[src/rtl/spi_responder.sv]
// SPI mode-3 byte responder: synchronises the external SPI pins into MasterCLK,
// receives MOSI bytes and returns a one-byte-buffered transmit stream on MISO.
// Optional sticky underrun flag: define SPI_RESPONDER_UNDERRUN_EN.
module spi_responder (
    input  logic       MasterCLK,
    input  logic       Reset_n,
    input  logic       SPI_CLK,
    input  logic       SPI_CS_n,
    input  logic       SPI_MOSI,
    output logic       SPI_MISO,
    input  logic [7:0] TxData,
    input  logic       TxLoad,
    output logic       TxReady,
    output logic [7:0] RxData,
    output logic       RxValid,
    output logic       Busy
`ifdef SPI_RESPONDER_UNDERRUN_EN
    ,
    output logic       TxUnderrun
`endif
);

    localparam int unsigned DW = 8;
    localparam int unsigned CW = 3;

    logic          r_sclk_s1, r_sclk_s2, r_sclk_prev;
    logic          r_cs_s1, r_cs_s2, r_cs_prev;
    logic          r_mosi_s1, r_mosi_s2;
    logic [CW-1:0] r_cnt;
    logic [DW-2:0] r_rx_shift;
    logic [DW-1:0] r_rx_data;
    logic          r_rx_valid;
    logic [DW-1:0] r_tx_shift;
    logic [DW-1:0] r_hold;
    logic          r_tx_ready;
    logic          r_miso;
    logic          r_busy;

    logic          w_cs_fall, w_cs_rise, w_active;
    logic          w_rise, w_fall, w_wrap, w_load_evt, w_tx_take;
    logic [CW-1:0] w_bit_idx;
    logic [DW-1:0] w_next_byte;

    // Two-flop synchronisers plus a history flop for edge detection; idle levels on reset.
    always_ff @(posedge MasterCLK or negedge Reset_n) begin
        if (!Reset_n) begin
            r_sclk_s1   <= 1'b1;
            r_sclk_s2   <= 1'b1;
            r_sclk_prev <= 1'b1;
            r_cs_s1     <= 1'b1;
            r_cs_s2     <= 1'b1;
            r_cs_prev   <= 1'b1;
            r_mosi_s1   <= 1'b1;
            r_mosi_s2   <= 1'b1;
        end else begin
            r_sclk_s1   <= SPI_CLK;
            r_sclk_s2   <= r_sclk_s1;
            r_sclk_prev <= r_sclk_s2;
            r_cs_s1     <= SPI_CS_n;
            r_cs_s2     <= r_cs_s1;
            r_cs_prev   <= r_cs_s2;
            r_mosi_s1   <= SPI_MOSI;
            r_mosi_s2   <= r_mosi_s1;
        end
    end

    assign w_active   = ~r_cs_s2;
    assign w_cs_fall  = ~r_cs_s2 & r_cs_prev;
    assign w_cs_rise  = r_cs_s2 & ~r_cs_prev;
    assign w_rise     = w_active & r_sclk_s2 & ~r_sclk_prev;
    assign w_fall     = w_active & ~r_sclk_s2 & r_sclk_prev;
    assign w_wrap     = w_rise & (r_cnt == CW'(DW - 1));
    assign w_load_evt = w_cs_fall | w_wrap;
    assign w_tx_take  = TxLoad & r_tx_ready;
    assign w_bit_idx  = CW'(DW - 1) - r_cnt;

    // Byte entering the transmit shifter on a load event: coinciding TxLoad wins, 0xFF on underrun.
    always_comb begin
        w_next_byte = {DW{1'b1}};
        if (w_tx_take) begin
            w_next_byte = TxData;
        end else if (!r_tx_ready) begin
            w_next_byte = r_hold;
        end
    end

    always_ff @(posedge MasterCLK or negedge Reset_n) begin
        if (!Reset_n) begin
            r_cnt      <= '0;
            r_rx_shift <= '1;
            r_rx_data  <= '0;
            r_rx_valid <= 1'b0;
        end else begin
            r_rx_valid <= w_wrap;
            if (w_cs_fall || w_cs_rise) begin
                r_cnt <= '0;
            end else if (w_rise) begin
                r_cnt <= r_cnt + CW'(1);
            end
            if (w_rise) begin
                r_rx_shift <= {r_rx_shift[DW-3:0], r_mosi_s2};
            end
            if (w_wrap) begin
                r_rx_data <= {r_rx_shift, r_mosi_s2};
            end
        end
    end

    // Holding register, transmit shifter and MISO driver.
    always_ff @(posedge MasterCLK or negedge Reset_n) begin
        if (!Reset_n) begin
            r_tx_shift <= '1;
            r_hold     <= '0;
            r_tx_ready <= 1'b1;
            r_miso     <= 1'b1;
            r_busy     <= 1'b0;
        end else begin
            r_busy <= ~r_cs_s1;
            if (w_cs_rise) begin
                r_tx_shift <= '1;
            end else if (w_load_evt) begin
                r_tx_shift <= w_next_byte;
            end
            if (w_load_evt && !w_tx_take) begin
                r_tx_ready <= 1'b1;
            end else if (w_tx_take && !w_load_evt) begin
                r_hold     <= TxData;
                r_tx_ready <= 1'b0;
            end
            if (r_cs_s2) begin
                r_miso <= 1'b1;
            end else if (w_cs_fall) begin
                r_miso <= w_next_byte[DW-1];
            end else if (w_fall) begin
                r_miso <= r_tx_shift[w_bit_idx];
            end
        end
    end

`ifdef SPI_RESPONDER_UNDERRUN_EN
    logic r_underrun;

    always_ff @(posedge MasterCLK or negedge Reset_n) begin
        if (!Reset_n) begin
            r_underrun <= 1'b0;
        end else if (w_cs_rise) begin
            r_underrun <= 1'b0;
        end else if (w_load_evt && r_tx_ready && !TxLoad) begin
            r_underrun <= 1'b1;
        end
    end

    assign TxUnderrun = r_underrun;
`endif

    assign SPI_MISO = r_miso;
    assign TxReady  = r_tx_ready;
    assign RxData   = r_rx_data;
    assign RxValid  = r_rx_valid;
    assign Busy     = r_busy;

endmodule
[config.mk]
export PLATFORM = sky130hd
export DESIGN_NAME = spi_responder
export DESIGN_NICKNAME = d
export VERILOG_FILES = /design/src/rtl/spi_responder.sv
export SDC_FILE = /design/constraint.sdc
export NUM_CORES = 1
export LEC_CHECK = 0
export ABC_AREA = 1
export BUFFER_PORTS_ARGS = -buffer_cell sky130_fd_sc_hd__buf_4
export CORE_UTILIZATION = 54
export CTS_CLUSTER_DIAMETER = 150
export DETAILED_ROUTE_END_ITERATION = 10
export HOLD_SLACK_MARGIN = 0.02
export PLACE_DENSITY_LB_ADDON = 0.3
export RECOVER_POWER = 25
export SYNTH_ARGS = -nofsm -noshare
export SYNTH_HDL_FRONTEND = slang
export SYNTH_SLANG_ARGS = --single-unit
[constraint.sdc]
create_clock -name MasterCLK -period 2.6 [get_ports MasterCLK]
set_input_delay 0.26 -clock MasterCLK [delete_from_list [all_inputs] [get_ports MasterCLK]]
set_output_delay 0.26 -clock MasterCLK [all_outputs]
set_load 0.1 [all_outputs]
==> impl_metrics.yaml, run 1 <==
floorplanning:
  core_area_um2: 3660
  chipHeight_um: 63.6
  io_pins: 26
  die_w_um: 63.6
  rows: 22
  initial_core_util: 0.560
  die_area_um2: 4050
sta:
  fmax_mhz: 477
  slew_violations: 0
  timing.final.crit_share: 0.807
  fin_hold_ws_ns: 0.0775
  tightest_slew_ns: 1.06
  rsz0062_at_grt: "false"
  min_period_ns: 2.10
  fin_worst_skew_ns: 0.00645
  hold_viol: 0
  relSlewSlack: 0.293
  tns_ns: 0
  finalSetupViolCount: 0
setup_path:
  timing.rr.end: "r_hold[5]"
  max_stage_delay_ns: 0.43
  cp_common_cell: "ha_1"
  ff2ff_setup_slack_ns: 0.50
  startpoint: "r_cnt[0]"
  required_ns: 2.78
  worstPathArrival_ns: 2.27
  critPathTopFamily: "adder cells"
  path_buf_inv: 1
  crit_path_end: "r_hold[5]"
  path_depth: 7
  start_kind: "flip-flop"
  cp_max_fo: 10
  path_cells: "ha_1, ha_1, inv_1, nor2_4, nor2_8, ha_1, mux2_2"
  crit_path_end_kind: "flip-flop"
  cpMaxStageDelayCell: "dfrtp_1"
  reg2regPathDepth: 7
  critPathKind: "reg -> reg"
  reg2reg_from: "r_cnt[0]"
synth:
  avgSynthCellArea_um2: 10.6
  yosys.area.top_type_share: 0.321
  yosysWarnings: 0
  syn_area_um2: 2050
  yosysTopAreaCell: "dfstp_2"
  ys_types: 21
  synth_seq_cells: 46
  synth_nets: 214
  netlist_top_cells_area: "dfstp_2, dfrtp_1, nand2_1"
  ys_seq_area_frac: 0.577
  synthCells: 193
clock_network:
  cts_buffers: 5
  htree_num_levels: 2
  clkLatencyLatePin_ns: 0.29
  cts-root-buf: "clkbuf_8"
  clockBufferDepth: 2
  clk_pin_slew_worst_paths_ns: 0.08
  cts-resized-gates: 0
  clkSinkCount: 46
  cts_tree: "built"
detailed_routing:
  drc: 0
  first_iter_violations: 71
  ant_nets: 0
  vias: 1341
  wire_per_inst_um: 11.7
  via_per_inst: 4.95
  first_pass_iters: 4
  totalWireLength_mm: 3.18
placement:
  place_congestion: 0.858
  dp_hpwl_mm: 2.27
  port_buffers: 25
  place_area_um2: 2260
global_route:
  grt_usage: 0.184
  grt_pass1_wl_mm: 5.66
  antenna_found_initial: 0
  grt_pass1_vias: 1302
  grt_max_degree: 47
  grt_remaining_overflow: 0
power_and_ir_drop:
  power.share.switching: 0.303
  p_int_uw: 1260
  power_density_nw_per_um2: 766
  seq_power_share: 0.545
  p_total_uw: 1800
  peakVddDrop_mv: 0.520
  p_comb_frac: 0.233
  p_leak_uw: 0.00115
  p_switching_uw: 546
  p_clk_frac: 0.222
status:
  outcome: "completed"
finish:
  fin_area_um2: 2350
  multi_input_area_um2: 722
  area_growth_syn_to_layout_pct: 14.9
  register_area_um2: 1180
  diodes: 0
  fin_nets: 243
  fillers: 296
  drive_above_1_share: 0.359
run:
  maxCapViolations: 0
min_path:
  holdPathStages: 1
  hold_class: "in -> reg"
synthesized netlist by cell type:
cell      instances
nand2_1          36
inv_1            29
dfstp_2          25
dfrtp_1          21
o21ai_0          14
nand3_1          12
mux2_2            8
ha_1              7
o21ai_2           7
nor2_1            6
o22ai_1           6
a21oi_1           5
o211ai_1          4
nand2_4           3
buf_2             2
buf_6             2
nor2_4            2
inv_2             1
nand2_2           1
nand2_8           1
nor2_8            1
worst reg2reg max path, cell delays in order, from the launching register on:
cell	delay [ns]
dfrtp_1	0.43
ha_1	0.22
ha_1	0.22
inv_1	0.10
nor2_4	0.07
nor2_8	0.16
ha_1	0.41
mux2_2	0.38
stage by stage:
| step | util | setup WS, ns | std cells |
|---|---|---|---|
| finish | 0.643 | 0.502 | 271 |
| global placement | 0.619 | 0.524 | 262 |
| detailed placement | 0.619 | 0.507 | 262 |
| global route | 0.643 | 0.388 | 271 |
| floorplan | - | 0.641 | 193 |
| CTS | 0.644 | 0.484 | 271 |
cell type report:
cell class,count,share of cell area
flip-flops and latches,46,0.502
multi-input cells,113,0.307
repair buffers,26,0.0829
inverters,30,0.0478
clock buffers,6,0.0308
well taps,48,0.0255
clock inverters,2,0.00425
how the worst min path moves through the flow:
stage                  start       end
floorplan            Reset_n      Busy
global placement     Reset_n  r_cnt[2]
detailed placement   Reset_n  r_cnt[0]
CTS                 SPI_CS_n   r_cs_s1
global route        SPI_CS_n   r_cs_s1
finish              SPI_CS_n   r_cs_s1
what timing repair did:
| item | in CTS | in global routing |
|---|---|---|
| endpoints found under the hold margin | 21 | 0 |
| buffers inserted | 0 | 0 |
| hold buffers | 1 | 0 |
sequential cells by signal, indices dropped and copies added (netlist names), 3 cells and up:
name        count
r_tx_shift      8
RxData          8
r_hold          8
r_cnt           3
r_rx_shift      7
per-layer routing:
layer / vias up / routed length [um] / track usage
met5: - / 0 / 0
met4: 0 / 24 / 0.0739
met3: 4 / 154 / 0.0471
met2: 36 / 1370 / 0.269
met1: 615 / 1630 / 0.260
li1: 686 / - / -
layout by cell type (no fill, tap or decap):
cell type,n
a21oi_1,5
buf_4,21
clkbuf_1,1
clkbuf_2,1
clkbuf_4,3
clkbuf_8,5
clkinv_2,2
dfrtp_1,21
dfstp_1,1
dfstp_2,24
dlygate4sd3_1,1
ha_1,7
inv_1,29
inv_2,1
mux2_2,8
nand2_1,36
nand2_2,1
nand2_4,3
nand2_8,1
nand3_1,12
nor2_1,6
nor2_4,2
nor2_8,1
o211ai_1,4
o21ai_0,14
o21ai_2,7
o22ai_1,6
power by group through the flow:
stage / logic [uW] / clock network [uW] / registers, uW
finish: 420 / 401 / 984
CTS: 423 / 417 / 985
floorplan: 286 / 0 / 1030
detailed placement: 421 / 0 / 998
global route: 469 / 446 / 1010
global placement: 416 / 0 / 993
kinds of logic after synthesis:
family,after synthesis,synth area share
fa+ha+maj,7,0.0427
simple gates,62,0.156
flops,46,0.577
buf+inv,34,0.0708
mux,8,0.0440
compound gates,36,0.109
(Power assumes the default switching activity.)
==> run 2, diff against run 1 <==
clock period = 2 ns   (was 2.6 ns; I/O delays follow)
==> impl_metrics.yaml, run 2 (synthesis gave the netlist of run 1 again) <==
setup_path:
  worstPathArrival_ns: 2.07
  crit_path_end_kind: "flip-flop"
  critPathKind: "reg -> reg"
  startpoint: "r_cnt[1]"
  required_ns: 2.19
  cp_max_fo: 9
  start_kind: "flip-flop"
  reg2reg_from: "r_cnt[1]"
detailed_routing:
  ant_nets: 0
  drc: 0
  wire_per_inst_um: 12.3
  first_pass_iters: 4
  via_per_inst: 5.02
  totalWireLength_mm: 3.42
  first_iter_violations: 52
  vias: 1400
sta:
  relSlewSlack: 0.268
  tightest_slew_ns: 1.10
  finalSetupViolCount: 0
  rsz0062_at_grt: "false"
  timing.final.crit_share: 0.937
  hold_viol: 0
  fmax_mhz: 534
  min_period_ns: 1.87
  fin_worst_skew_ns: 0.00442
  tns_ns: 0
  slew_violations: 0
  fin_hold_ws_ns: 0.136
clock_network:
  clk_pin_slew_worst_paths_ns: 0.08
  htree_num_levels: 2
  postCtsSetupRepairBufs: 0
  cts_buffers: 5
  clkSinkCount: 46
  cts_tree: "built"
  clockBufferDepth: 2
  cts-root-buf: "clkbuf_8"
  clkLatencyLatePin_ns: 0.30
floorplanning:
  initial_core_util: 0.560
  rows: 22
  io_pins: 26
  core_area_um2: 3660
  chipHeight_um: 63.6
  die_area_um2: 4050
  die_w_um: 63.6
min_path:
  hp-start: "TxData[0]"
  hold_class: "in -> reg"
status:
  outcome: "completed"
placement:
  port_buffers: 25
  dp_hpwl_mm: 2.42
  place_congestion: 0.795
global_route:
  grt_usage: 0.200
  grt_remaining_overflow: 0
  grt_pass1_wl_mm: 6.08
  grt_pass1_vias: 1321
  antenna_found_initial: 0
  grt_max_degree: 47
finish:
  drive_above_1_share: 0.368
  final_cell_mix: "nand2_1, inv_1, buf_4"
  fin_nets: 251
  diodes: 0
  layout_commonest_cell: "nand2_1"
  post-route-util: 0.670
  area_growth_syn_to_layout_pct: 19.7
power_and_ir_drop:
  p_total_uw: 2530
  p_leak_uw: 0.00119
  peakVddDrop_mv: 0.797
  power_density_nw_per_um2: 1030
run:
  maxCapViolations: 0
-- run 2: metal layers --
metal | vias to the layer above | GRT usage | part of all wire
met5 | - | 0 | 0
met4 | 0 | 0.0938 | 0.019
met3 | 8 | 0.0543 | 0.044
met2 | 37 | 0.271 | 0.45
met1 | 658 | 0.295 | 0.49
li1 | 697 | - | -
-- run 2: worst max-delay path: stages, from the launching register on --
cell and delay [ns]:
dfrtp_1 0.43, ha_1 0.20, ha_1 0.22, inv_1 0.11, nor2_4 0.07, nor2_8 0.08, ha_2 0.29, mux2_2 0.36
-- run 2: worst paths after layout --
path / to / slack, ns / cells past startpoint
min in group asynchronous: r_cnt[1] / 0.63 / 2
max in group asynchronous: RxData[6] / 0.70 / 2
min: r_hold[0] / 0.14 / 2
max reg2reg: r_hold[2] / 0.13 / 7
min reg2reg: r_mosi_s2 / 0.36 / 0
max: r_hold[2] / 0.13 / 7
-- run 2: final cells by class --
| type | instances | area (um2) |
|---|---|---|
| Clock buffer | 6 | 72.6 |
| Clock inverter | 2 | 37.5 |
| Fill cell | 294 | 1210 |
| Inverter | 30 | 113 |
| Multi-Input combinational cell | 113 | 724 |
| Sequential cell | 46 | 1180 |
| Tap cell | 48 | 60.1 |
| Timing Repair Buffer | 34 | 263 |
-- run 2: report_power, final --
| part | switching, uW | internal (uW) | leakage, uW | total (uW) |
|---|---|---|---|---|
| Sequential | 93.7 | 1170 | 0.000535 | 1260 |
| Combinational | 349 | 242 | 0.000600 | 591 |
| Clock | 308 | 373 | 0.0000514 | 681 |
-- run 2: metrics by stage --
step	cells	cell area [um2]	setup slack (ns)
after floorplan	193	2050	0.0413
after global placement	267	2300	0.0682
after detailed placement	267	2300	0.0438
after CTS	279	2450	0.0186
after global routing	279	2450	0.0218
final	279	2450	0.126
-- run 2: repair_timing --
action / CTS / global route
hold endpoints to repair: 24 / 0
endpoints found under the setup margin: 0 / 7
hold buffers: 4 / 0
resized for setup: 0 / 1
==> run 3, diff against run 2 <==
ABC_AREA = 0   (was 1)
clock period = 2.2 ns   (was 2 ns; I/O delays follow)
==> impl_metrics.yaml, run 3 <==
synth:
  yosysTopAreaCell: "dfstp_2"
  yosysWarnings: 0
  ys_types: 21
  avgSynthCellArea_um2: 14.7
  synth_seq_cells: 46
  ys_seq_area_frac: 0.615
  yosys.area.top_type_share: 0.342
  ys.flop_type: "dfstp_2"
  yosys-top-cells-count: "dfstp_2, mux2_2, dfrtp_1"
  synth_edf_count: 0
  async_reset_ff_frac: 1.00
  syn_area_um2: 1920
  synth_nets: 152
  synthCells: 131
  netlist_top_cells_area: "dfstp_2, dfrtp_1, mux2_2"
floorplanning:
  die_w_um: 61.7
  die_area_um2: 3800
  chipHeight_um: 61.7
  core_area_um2: 3360
  rows: 21
  initial_core_util: 0.572
  io_pins: 26
power_and_ir_drop:
  p_int_uw: 1580
  p_leak_uw: 0.00106
  p_clk_frac: 0.225
  power.share.switching: 0.282
  seq_power_share: 0.555
  p_switching_uw: 621
  p_comb_frac: 0.220
  peakVddDrop_mv: 0.512
  power_density_nw_per_um2: 967
setup_path:
  cpMaxStageDelayCell: "dfstp_2"
  critPathKind: "reg -> reg"
  start_kind: "flip-flop"
  crit_path_end_kind: "flip-flop"
  cp_common_cell: "ha_1"
  path_cells: "inv_1, ha_1, a21oi_2, ha_1, mux2_2"
  max_stage_delay_ns: 0.62
  worstPathArrival_ns: 2.24
  required_ns: 2.44
  cp_max_fo: 8
clock_network:
  holdBufCountCts: 4
  clk_pin_slew_worst_paths_ns: 0.13
  cts-root-buf: "clkbuf_4"
  clockBufferDepth: 2
  cts_buffers: 5
  htree_num_levels: 2
  cts-resized-gates: 0
  postCtsSetupRepairBufs: 0
  clkSinkCount: 46
  clkLatencyLatePin_ns: 0.35
  cts_tree: "built"
sta:
  fmax_mhz: 500
  rsz0062_at_grt: "false"
  fin_worst_skew_ns: 0.0122
  finalSetupViolCount: 0
  tns_ns: 0
  relSlewSlack: 0.283
  hold_viol: 0
  tightest_slew_ns: 1.08
  slew_violations: 0
  min_period_ns: 2.00
  timing.final.crit_share: 0.910
finish:
  diodes: 0
  register_area_um2: 1180
  fillers: 260
  layout_commonest_cell: "mux2_2"
  drive_above_1_share: 0.524
  multi_input_area_um2: 689
  fin_nets: 186
  area_growth_syn_to_layout_pct: 18.5
  final_cell_mix: "mux2_2, buf_4, dfstp_2"
  instances_no_fill: 212
status:
  outcome: "completed"
run:
  maxCapViolations: 0
min_path:
  hold_class: "in -> reg"
global_route:
  grt_pass1_vias: 1169
  grt_max_degree: 47
  antenna_found_initial: 0
  grt_pass1_wl_mm: 5.26
  grt_usage: 0.198
  grt_remaining_overflow: 0
placement:
  dp_hpwl_mm: 2.23
  place_inst: 200
  place_congestion: 0.734
  port_buffers: 25
detailed_routing:
  first_iter_violations: 43
  ant_nets: 0
  vias: 1135
  drc: 0
  via_per_inst: 5.35
  totalWireLength_mm: 3.09
  wire_per_inst_um: 14.6
  first_pass_iters: 4
[run 3: changes by cell type after synthesis, moves of 3 or more]
| cell | delta |
|---|---|
| mux2i_1 | +3 |
| mux2_2 | +17 |
| nand3_1 | -12 |
| o21ai_2 | -7 |
| a211o_1 | +8 |
| inv_1 | -23 |
| nand2_1 | -36 |
| nand2_4 | -3 |
| o21ai_0 | -14 |
| nor2_1 | +6 |
| o211ai_1 | -4 |
| a21oi_1 | -3 |
[run 3: final timing paths]
check | startpoint | endpoint | slack (ns) | depth (start not counted)
worst min-delay path | TxData[4] | r_hold[4] | 0.10 | 2
min in group asynchronous | Reset_n | RxData[1] | 0.60 | 2
worst min register to register | r_mosi_s1 | r_mosi_s2 | 0.37 | 0
max in group asynchronous | Reset_n | RxData[7] | 0.95 | 2
worst max register to register | r_cs_s2 | r_hold[2] | 0.20 | 5
worst max-delay path | r_cs_s2 | r_hold[2] | 0.20 | 5
[run 3: worst max-delay path, delay by kind of cell, from the launching register on]
kind / cells / cell delay [ns]
flops: 1 / 0.62
fa+ha+maj: 2 / 0.62
mux: 1 / 0.39
compound gates: 1 / 0.18
buf+inv: 1 / 0.08
[run 3: power by group through the flow]
stage / Clock, uW / Sequential [uW] / Combinational (uW)
final: 495 / 1220 / 485
after global routing: 545 / 1250 / 522
after CTS: 511 / 1220 / 495
after detailed placement: 0 / 1240 / 487
after global placement: 0 / 1220 / 463
after floorplan: 0 / 1270 / 312
[run 3: logic make-up after synthesis]
| logic type | count (synthesis) | share of synthesized area |
|---|---|---|
| AO/OA/AOI/OAI | 19 | 0.0722 |
| XOR/XNOR | 1 | 0.00456 |
| adder cells (fa/ha/maj) | 7 | 0.0455 |
| buffers and inverters | 11 | 0.0267 |
| flip-flops | 46 | 0.615 |
| multiplexers | 30 | 0.189 |
| AND/OR/NAND/NOR | 17 | 0.0468 |
[run 3: final cells by class]
type,instances,area share
clock buffer,6,0.0181
multi-input combinational,74,0.303
tap,46,0.0253
sequential,46,0.519
inverter,6,0.00988
clock inverter,2,0.0165
timing repair buffer,32,0.109
[run 3: through the flow]
step	cell area (um2)	worst slack (ns)	hold slack [ns]	util	power (uW)
after global placement	2160	0.275	0.231	0.643	1680
after CTS	2280	0.179	0.0866	0.678	2230
after global routing	2280	0.0670	0.0775	0.677	2320
after detailed placement	2160	0.213	0.247	0.643	1720
final	2280	0.198	0.101	0.677	2200
after floorplan	1920	0.00376	-0.0756	-	1580
[run 3: routing by layer]
| metal | GRT usage | vias to the layer above | share of wire | wire length [um] |
|---|---|---|---|---|
| met4 | 0.0762 | 0 | 0.016 | 48 |
| met5 | 0 | - | 0 | 0 |
| met3 | 0.0504 | 6 | 0.025 | 76 |
| met1 | 0.268 | 574 | 0.47 | 1440 |
| li1 | - | 537 | - | - |
| met2 | 0.309 | 18 | 0.49 | 1530 |
